`config.mk`:
```
export PLATFORM = sky130hd
export DESIGN_NAME = ro_measure_ctrl_flat
export DESIGN_NICKNAME = d
export VERILOG_FILES = /design/src/rtl/ro_meas_pkg.sv /design/src/rtl/ro_measure_ctrl_if.sv /design/src/rtl/ro_gate_timer.sv /design/src/rtl/ro_measure_ctrl.sv /design/src/flat_wrapper.sv
export SDC_FILE = /design/constraint.sdc
export NUM_CORES = 1
export LEC_CHECK = 0
export CAP_MARGIN = 20
export CORE_MARGIN = 1
export CORE_UTILIZATION = 40
export CTS_BUF_LIST = sky130_fd_sc_hd__clkbuf_8
export DETAILED_ROUTE_END_ITERATION = 12
export GPL_TIMING_DRIVEN = 0
export HOLD_SLACK_MARGIN = 0.12
export PLACE_DENSITY = 0.67
export SYNTH_ARGS = -nofsm -noshare
export SYNTH_HDL_FRONTEND = slang
export SYNTH_HIERARCHICAL = 1
export SYNTH_SLANG_ARGS = --single-unit
```
`constraint.sdc`:
```
create_clock -name clk -period 2.3 [get_ports clk]
set_input_delay 0.575 -clock clk [delete_from_list [all_inputs] [get_ports clk]]
set_output_delay 0.575 -clock clk [all_outputs]
set_load 0.01 [all_outputs]
```
`src/rtl/ro_meas_pkg.sv`:
```
// Shared types and constants for the ring-oscillator measurement controller.
package ro_meas_pkg;

  localparam int CNT_W_DEF = 16;
  localparam int WIN_W_DEF = 24;

  // Signed extremes of the default-width up/down counter.
  localparam logic [CNT_W_DEF-1:0] CNT_MAX_POS = {1'b0, {(CNT_W_DEF-1){1'b1}}};
  localparam logic [CNT_W_DEF-1:0] CNT_MAX_NEG = {1'b1, {(CNT_W_DEF-1){1'b0}}};

  typedef enum logic [2:0] {
    ST_IDLE  = 3'd0,
    ST_CLEAR = 3'd1,
    ST_COUNT = 3'd2,
    ST_DRAIN = 3'd3,
    ST_DONE  = 3'd4
  } state_e;

endpackage

```
`src/rtl/ro_measure_ctrl_if.sv`:
```
// Control, pulse-steering and readout signals between the measurement
// controller (slave) and its surroundings: host, RO sync and counter (master).
interface ro_measure_ctrl_if #(
  parameter int CNT_W = 16,
  parameter int WIN_W = 24
);
  logic             start;
  logic             cont;
  logic             abort;
  logic [WIN_W-1:0] window_len;
  logic             ro_a_pulse;
  logic             ro_b_pulse;
  logic [CNT_W-1:0] cnt_val;
  logic             cnt_clr;
  logic             up_in;
  logic             down_in;
  logic             busy;
  logic [CNT_W-1:0] result;
  logic             result_valid;
  logic             ovf;

  modport master (
    output start, cont, abort, window_len, ro_a_pulse, ro_b_pulse, cnt_val,
    input  cnt_clr, up_in, down_in, busy, result, result_valid, ovf
  );

  modport slave (
    input  start, cont, abort, window_len, ro_a_pulse, ro_b_pulse, cnt_val,
    output cnt_clr, up_in, down_in, busy, result, result_valid, ovf
  );
endinterface

```
`src/rtl/ro_gate_timer.sv`:
```
// Loadable down-counter for gate windows; holds at zero and flags it.
module ro_gate_timer #(
  parameter int WIN_W = 24
) (
  input  logic             clk,
  input  logic             rst_n,
  input  logic             load_i,
  input  logic [WIN_W-1:0] load_val_i,
  input  logic             en_i,
  output logic             zero_o
);

  logic [WIN_W-1:0] cnt_q;

  // Load has priority over counting; never decrements below zero.
  always_ff @(posedge clk or negedge rst_n) begin
    if (!rst_n) begin
      cnt_q <= '0;
    end else if (load_i) begin
      cnt_q <= load_val_i;
    end else if (en_i && (cnt_q != '0)) begin
      cnt_q <= cnt_q - WIN_W'(1);
    end
  end

  assign zero_o = (cnt_q == '0);

endmodule

```
`src/rtl/ro_measure_ctrl.sv`:
```
// Sequences one RO frequency-difference measurement on a shared up/down
// counter: clear, gated count window, drain, capture with overflow flag.
module ro_measure_ctrl
  import ro_meas_pkg::*;
#(
  parameter int CNT_W = CNT_W_DEF,
  parameter int WIN_W = WIN_W_DEF
) (
  input  logic              clk,
  input  logic              reset,
  ro_measure_ctrl_if.slave  bus
);

  localparam logic [CNT_W-1:0] MAX_POS = {1'b0, {(CNT_W-1){1'b1}}};
  localparam logic [CNT_W-1:0] MAX_NEG = {1'b1, {(CNT_W-1){1'b0}}};

  state_e           state_q, state_d;
  logic [WIN_W-1:0] win_len_q;
  logic             ovf_acc_q;
  logic [CNT_W-1:0] result_q;
  logic             ovf_q;
  logic             result_valid_q;

  logic             win_zero;
  logic             in_count;
  logic             up_d, down_d;
  logic             ovf_hit;
  logic             enter_clear;

  ro_gate_timer #(.WIN_W(WIN_W)) u_gate_timer (
    .clk        (clk),
    .rst_n      (reset),
    .load_i     (state_q == ST_CLEAR),
    .load_val_i (win_len_q - WIN_W'(1)),
    .en_i       (in_count),
    .zero_o     (win_zero)
  );

  // Next-state logic; abort overrides every transition.
  always_comb begin
    state_d = state_q;
    unique case (state_q)
      ST_IDLE:  if (bus.start) state_d = ST_CLEAR;
      ST_CLEAR: state_d = ST_COUNT;
      ST_COUNT: if (win_zero) state_d = ST_DRAIN;
      ST_DRAIN: state_d = ST_DONE;
      ST_DONE:  state_d = bus.cont ? ST_CLEAR : ST_IDLE;
      default:  state_d = ST_IDLE;
    endcase
    if (bus.abort) state_d = ST_IDLE;
  end

  // Pulse steering and overflow detection on the pre-update counter value.
  always_comb begin
    in_count    = (state_q == ST_COUNT);
    up_d        = in_count & bus.ro_a_pulse;
    down_d      = in_count & bus.ro_b_pulse;
    ovf_hit     = (up_d & ~down_d & (bus.cnt_val == MAX_POS)) |
                  (down_d & ~up_d & (bus.cnt_val == MAX_NEG));
    enter_clear = (state_d == ST_CLEAR) && (state_q != ST_CLEAR);
  end

  // State, window latch and per-measurement overflow accumulator.
  always_ff @(posedge clk or negedge reset) begin
    if (!reset) begin
      state_q   <= ST_IDLE;
      win_len_q <= WIN_W'(1);
      ovf_acc_q <= 1'b0;
    end else begin
      state_q <= state_d;
      if ((state_q == ST_IDLE) && (state_d == ST_CLEAR)) begin
        win_len_q <= (bus.window_len == '0) ? WIN_W'(1) : bus.window_len;
      end
      if (enter_clear) begin
        ovf_acc_q <= 1'b0;
      end else if (ovf_hit) begin
        ovf_acc_q <= 1'b1;
      end
    end
  end

  // Result capture when DRAIN completes; the counter has settled by then.
  always_ff @(posedge clk or negedge reset) begin
    if (!reset) begin
      result_q       <= '0;
      ovf_q          <= 1'b0;
      result_valid_q <= 1'b0;
    end else begin
      result_valid_q <= 1'b0;
      if ((state_q == ST_DRAIN) && !bus.abort) begin
        result_q       <= bus.cnt_val;
        ovf_q          <= ovf_acc_q;
        result_valid_q <= 1'b1;
      end
    end
  end

  assign bus.cnt_clr      = (state_q == ST_CLEAR);
  assign bus.up_in        = up_d;
  assign bus.down_in      = down_d;
  assign bus.busy         = (state_q != ST_IDLE);
  assign bus.result       = result_q;
  assign bus.result_valid = result_valid_q;
  assign bus.ovf          = ovf_q;

endmodule

```
`src/flat_wrapper.sv`:
```
// flat-port wrapper written by rule: the top's interface ports become plain ports
module ro_measure_ctrl_flat import ro_meas_pkg::*;
#(
  parameter int CNT_W = CNT_W_DEF,
  parameter int WIN_W = WIN_W_DEF
)
  (clk, reset, bus_start, bus_cont, bus_abort, bus_window_len, bus_ro_a_pulse, bus_ro_b_pulse, bus_cnt_val, bus_cnt_clr, bus_up_in, bus_down_in, bus_busy, bus_result, bus_result_valid, bus_ovf);
  ro_measure_ctrl_if #(.CNT_W(CNT_W), .WIN_W(WIN_W)) bus_i ();
  input  logic clk;
  input  logic reset;
  input wire logic [$bits(bus_i.start)-1:0] bus_start;
  input wire logic [$bits(bus_i.cont)-1:0] bus_cont;
  input wire logic [$bits(bus_i.abort)-1:0] bus_abort;
  input wire logic [$bits(bus_i.window_len)-1:0] bus_window_len;
  input wire logic [$bits(bus_i.ro_a_pulse)-1:0] bus_ro_a_pulse;
  input wire logic [$bits(bus_i.ro_b_pulse)-1:0] bus_ro_b_pulse;
  input wire logic [$bits(bus_i.cnt_val)-1:0] bus_cnt_val;
  output wire logic [$bits(bus_i.cnt_clr)-1:0] bus_cnt_clr;
  output wire logic [$bits(bus_i.up_in)-1:0] bus_up_in;
  output wire logic [$bits(bus_i.down_in)-1:0] bus_down_in;
  output wire logic [$bits(bus_i.busy)-1:0] bus_busy;
  output wire logic [$bits(bus_i.result)-1:0] bus_result;
  output wire logic [$bits(bus_i.result_valid)-1:0] bus_result_valid;
  output wire logic [$bits(bus_i.ovf)-1:0] bus_ovf;
  assign bus_i.start = bus_start;
  assign bus_i.cont = bus_cont;
  assign bus_i.abort = bus_abort;
  assign bus_i.window_len = bus_window_len;
  assign bus_i.ro_a_pulse = bus_ro_a_pulse;
  assign bus_i.ro_b_pulse = bus_ro_b_pulse;
  assign bus_i.cnt_val = bus_cnt_val;
  assign bus_cnt_clr = bus_i.cnt_clr;
  assign bus_up_in = bus_i.up_in;
  assign bus_down_in = bus_i.down_in;
  assign bus_busy = bus_i.busy;
  assign bus_result = bus_i.result;
  assign bus_result_valid = bus_i.result_valid;
  assign bus_ovf = bus_i.ovf;
  ro_measure_ctrl #(.CNT_W(CNT_W), .WIN_W(WIN_W)) u_core (.clk(clk), .reset(reset), .bus(bus_i));
endmodule
```
== Word-level counts from Yosys, hierarchy flattened ==
Cells that the tools add are included.

* Add/subtract/negate cells: 2
* Equality and inequality tests: 8
* Muxes and demuxes: 11
* Bitwise logic cells: 9
* Reductions and logical operators: 12

{| class="wikitable"
|+ Operators with widths
! cell !! number
|-
| two-way mux 24 bit || 3
|-
| logical NOT 24 bit || 2
|-
| subtractor 24 x 1 -> 24 bit (second input constant) || 2
|-
| nonzero test 24 bit || 1
|-
| equality test 16 x 15 -> 1 bit (second input constant) || 1
|-
| equality test 16 bit (second input constant) || 1
|-
| one-hot mux 3 bit (5 select lines) || 1
|-
| two-way mux 3 bit || 3
|-
| bitwise AND 1 bit || 6
|-
| equality test 3 x 1 -> 1 bit (second input constant) || 2
|-
| equality test 3 x 2 -> 1 bit (second input constant) || 2
|-
| logical AND 1 bit || 4
|-
| two-way mux 1 bit || 4
|-
| nonzero test 2 bit || 2
|-
| equality test 3 bit (second input constant) || 1
|-
| logical NOT 3 bit || 1
|-
| != test 3 x 1 -> 1 bit (second input constant) || 1
|-
| nonzero test 3 bit || 1
|-
| inverter 1 bit || 2
|-
| logical NOT 1 bit || 1
|-
| bitwise OR 1 bit || 1
|}

* Bits in registers: 70
* Word-level logic and storage cells: 49

== Longest topological paths before layout ==
* Depth in word-level cells: 8
* Mapped depth: 9

== Cells and area by module ==
Netlist, hierarchy kept.

{| class="wikitable"
|+ By module, submodules not included
! module !! times used !! cells an instance !! area each (µm²) !! sequential area each (µm²)
|-
| ro_measure_ctrl || 1 || 194 || 2317.2 || 1152.4
|-
| ro_gate_timer || 1 || 168 || 1492.7 || 600.6
|}

== Worst setup path before layout ==
No wires, ideal clock.

* Path kind: register to register
* Start: reg u_core.win_len_q[5]
* End: reg u_core.u_gate_timer.cnt_q[12]
* Setup time: 0.135 ns
* Arrival time: 2.225 ns
* Required time: 2.165 ns
* Slack: -0.060 ns
* Cell stages (with the launch flop): 8
* Clock period less this slack: 2.360 ns
* Cell sequence: dfrtp_1 -> or4_1 -> or4_4 -> buf_6 -> or4_4 -> xnor2_2 -> nand2_1 -> o21ai_0

* Word-level cells in the longest chain between the ends: 2

{| class="wikitable"
|+ Ends and longest elaborated chain
! element !! line !! RTL
|-
| start: declaration || ro_measure_ctrl.sv:18 || <nowiki>logic [WIN_W-1:0] win_len_q;</nowiki>
|-
| start signal: assignment || ro_measure_ctrl.sv:72 || <nowiki>win_len_q <= (bus.window_len == '0) ? WIN_W'(1) : bus.window_len;</nowiki>
|-
| subtractor 24 x 1 -> 24 bit || ro_measure_ctrl.sv:34 || <nowiki>.load_val_i (win_len_q - WIN_W'(1)),</nowiki>
|-
| two-way mux 24 bit || ro_gate_timer.sv:19 || <nowiki>end else if (load_i) begin</nowiki>
|-
| end signal: assignment || ro_gate_timer.sv:20 || <nowiki>cnt_q <= load_val_i;</nowiki>
|-
| end signal: assignment || ro_gate_timer.sv:22 || <nowiki>cnt_q <= cnt_q - WIN_W'(1);</nowiki>
|-
| end: declaration || ro_gate_timer.sv:13 || <nowiki>logic [WIN_W-1:0] cnt_q;</nowiki>
|}

No other way between the ends.
A chain may end at the register's enable or synchronous reset.

== Worst setup path in the final report ==
* Start: reg u_core.win_len_q[6]
* End: reg u_core.u_gate_timer.cnt_q[12]

The elaborated chain is that of the path after synthesis.

==> impl_metrics.env <==
export IMPL_clkLatencyLatePin_ns=0.34
export IMPL_ys_ff_latch=70
export IMPL_grt_pass1_vias=3093
export IMPL_post_drt_wl_per_cell_um=16.00
export IMPL_layout_common_cells="clkdlybuf4s50_1, dfrtp_1, mux2_2"
export IMPL_synth_area_mm2=0.003810
export IMPL_min_period_over_period_pct=99.19
export IMPL_synthDistinctLibCells=51
export IMPL_maxSlewViolCount=0
export IMPL_synth_compound_gate_area_share_pct=7.225
export IMPL_arrival_ns=2.50
export IMPL_skew_ns=0.007677
export IMPL_slowest_stage="or4_4"
export IMPL_cts_htree_levels=3
export IMPL_path_class="flop to flop"
export IMPL_swShare_pct=37.74
export IMPL_place_hpwl_um=6656
export IMPL_final_antenna_net_count=0
export IMPL_syn_avg_cell_area_um2=10.52
export IMPL_cpPeakStageDelay_ns=0.54
export IMPL_ys_warn_count=6
export IMPL_fp_dieW_um=99.60
export IMPL_ir_worst_vdd_mv=0.5440
export IMPL_gp_congestion=0.8345
export IMPL_grt_use_total_pct=19.67
export IMPL_yosysSeqAreaShare_pct=46.01
export IMPL_power_leakage_uw=0.002078
export IMPL_grt_pass1_wl_um=15350
export IMPL_rsz0062_at_grt="true"
export IMPL_fmax_ghz=0.4383
export IMPL_wirelength_um=9425
export IMPL_power_density_mw_per_mm2=1188
export IMPL_end_kind="flop"
export IMPL_comb_power_share_pct=42.0
export IMPL_num_io_pins=69
export IMPL_route_detailed_drc=0
export IMPL_core_area_mm2=0.009240
export IMPL_cpMostUsedCell="or4_4"
export IMPL_ctsHoldBuffers=0
export IMPL_rows=35
export IMPL_timing_final_crit_period_ns=2.281
export IMPL_clkPwrFrac_pct=17.6
export IMPL_crit_fanout=2
export IMPL_critPathLaunchType="flop"
export IMPL_clk_pin_slew_ns=0.08
export IMPL_fin_nets=506
export IMPL_vias_per_cell=5.302
export IMPL_syn_num_nets=412
export IMPL_synth_async_reset_ratio_pct=100.0
export IMPL_clockRootBuffer="clkbuf_8"
export IMPL_cts_tree="done"
export IMPL_tightest_slew_ns=0.8725
export IMPL_dr_pass1_iters=4
export IMPL_maxCapViolCount=0
export IMPL_synth_top_family_by_area="simple AND/OR/NAND/NOR gates"
export IMPL_start_util_pct=41.23
export IMPL_place_inst=559
export IMPL_antenna_found_initial=0
export IMPL_final_layout_size_suffix_gt1_share_pct=24.78
export IMPL_syn_inst=362
export IMPL_switchingPower_uw=2317
export IMPL_cts_num_sinks=70
export IMPL_slew_headroom_pct=41.83
export IMPL_layout_cells_non_filler=589
export IMPL_portBuffers=68
export IMPL_required_ns=2.52
export IMPL_hold_viol_final=0
export IMPL_die_y_um=99.60
export IMPL_area_delta_synth_final_pct=35.70
export IMPL_p_int_uw=3823
export IMPL_antennaDiodeCount=0
export IMPL_synthMuxAreaShare_pct=12.09
export IMPL_grt_max_degree=71
export IMPL_crit_chain="or4_4 > or4_4 > or4_4 > xnor2_2 > nand2_1 > o21ai_1"
export IMPL_cts_made_buffers=9
export IMPL_clockBufferDepth=2
export IMPL_fin_area_mm2=0.005170
export IMPL_placed_cell_area_mm2=0.004654
export IMPL_synth_flop_cell="dfrtp_1"
export IMPL_setup_viol=0
export IMPL_seqPwrFrac_pct=40.4
export IMPL_drt_iter0_markers=187
export IMPL_synthAdderAreaFrac_pct=0.9852
export IMPL_synth_xor_area_share_pct=9.622
export IMPL_yosys_area_share_simple_pct=21.25
export IMPL_finalPower_uw=6140
export IMPL_die_area_mm2=0.009919
export IMPL_outcome="completed"
export IMPL_synth_edf_count=0
export IMPL_grt_overflow=0
export IMPL_num_vias=3123
export IMPL_holdCritPathClass="input pin to async pin"
export IMPL_fill_cells=810
==> metal layers <==
metal | wire length (um) | GRT usage [%] | vias up | share of wire, %
li1 | - | - | 1520 | -
met1 | 4415 | 26.98 | 1544 | 47
met5 | 0 | 0 | - | 0
met3 | 270 | 2.881 | 8 | 2.9
met4 | 105 | 6.787 | 0 | 1.1
met2 | 4633 | 31.89 | 51 | 49
==> worst max-delay path, delay by kind of cell (launching register included) <==
kind	cells	cell delay, ns
compound gates	1	0.05
simple gates	4	1.58
xor+xnor	1	0.15
flops	1	0.38
==> through the flow <==
step / setup WS [ns] / TNS (ns) / util (%) / hold slack [ns]
finish: 0.01868 / 0 / 55.95 / 0.3386
global route: -0.07603 / -0.2649 / 55.95 / 0.4104
CTS: -0.02909 / -0.05607 / 54.81 / 0.3669
detailed placement: -0.5291 / -12.13 / 50.37 / 0.4954
global placement: -1.683 / -127.17 / 50.40 / 0.4872
floorplan: -0.04675 / -0.06255 / - / 0.2794
==> logic make-up (layout without fill, tap and decap cells) <==
kind of cell    after synthesis  after routing
simple gates                139            139
compound gates               44             44
buf+inv                      24            122
xor+xnor                     41             41
mux                          41             41
fa+ha+maj                     3              3
flops                        70             70
==> registers in the layout, indices dropped and copies added, names as in the netlist <==
register                   count
u_core/bus.ovf                 1
u_core/bus.result             16
u_core/bus.result_valid        1
u_core/ovf_acc_q               1
u_core/state_q                 3
u_core/u_gate_timer/cnt_q     24
u_core/win_len_q              24
==> repair_timing <==
| item | in CTS | in global routing |
|---|---|---|
| setup buffers | 12 | 8 |
| gates resized for setup | 29 | 11 |
| pin swaps | 2 | 11 |
| setup endpoints to repair | 37 | 22 |
==> cell usage after synthesis, types with 4 or more instances <==
cell type	number	area, um2
nor2_1	17	63.81
or3_1	6	37.54
o21ai_0	18	90.09
nand2_1	29	108.9
nand3_1	6	30.03
o21ai_1	4	20.02
mux2_2	40	450.4
xnor2_1	16	140.1
o211ai_1	5	37.54
nor4_1	25	156.4
dfrtp_1	69	1727
or4_1	7	52.55
nand4_1	6	37.54
buf_2	5	25.02
inv_1	8	30.03
nor3_1	15	75.07
xor2_1	24	210.2
clkbuf_1	8	30.03
a21oi_1	5	25.02
==> layout make-up <==
class,count,area [um2],share of cell area (%)
Clock buffer,9,123.9,2.396
Timing Repair Buffer,88,835.8,16.17
Buffer,11,51.30,0.9923
Inverter,8,30.03,0.5808
Tap cell,129,161.4,3.122
Multi-Input combinational cell,268,2121,41.02
Sequential cell,70,1760,34.05
Clock inverter,6,86.33,1.670
==> power by group through the flow <==
stage               sequential (uW)  combinational, uW  clock, uW
global placement               2340               2210          0
CTS                            2430               2470       1100
global route                   2550               2810       1170
finish                         2480               2580       1080
floorplan                      2310               1450          0
detailed placement             2370               2270          0
==> final timing paths <==
| check | from | end | slack, ns | cells after the start |
|---|---|---|---|---|
| max | u_core/win_len_q[6] | u_core/u_gate_timer/cnt_q[12] | 0.02 | 6 |
| min | reset | u_core/bus.result[14] | 0.34 | 1 |
| max reg2reg | u_core/win_len_q[6] | u_core/u_gate_timer/cnt_q[12] | 0.02 | 6 |
| min reg2reg | u_core/bus.result[1] | u_core/bus.result[1] | 0.51 | 1 |
| max in group asynchronous | reset | u_core/win_len_q[10] | 1.33 | 1 |
| min in group clk | u_core/bus.result[1] | u_core/bus.result[1] | 0.51 | 1 |
Note: power is estimated with default switching activity, not from simulation.
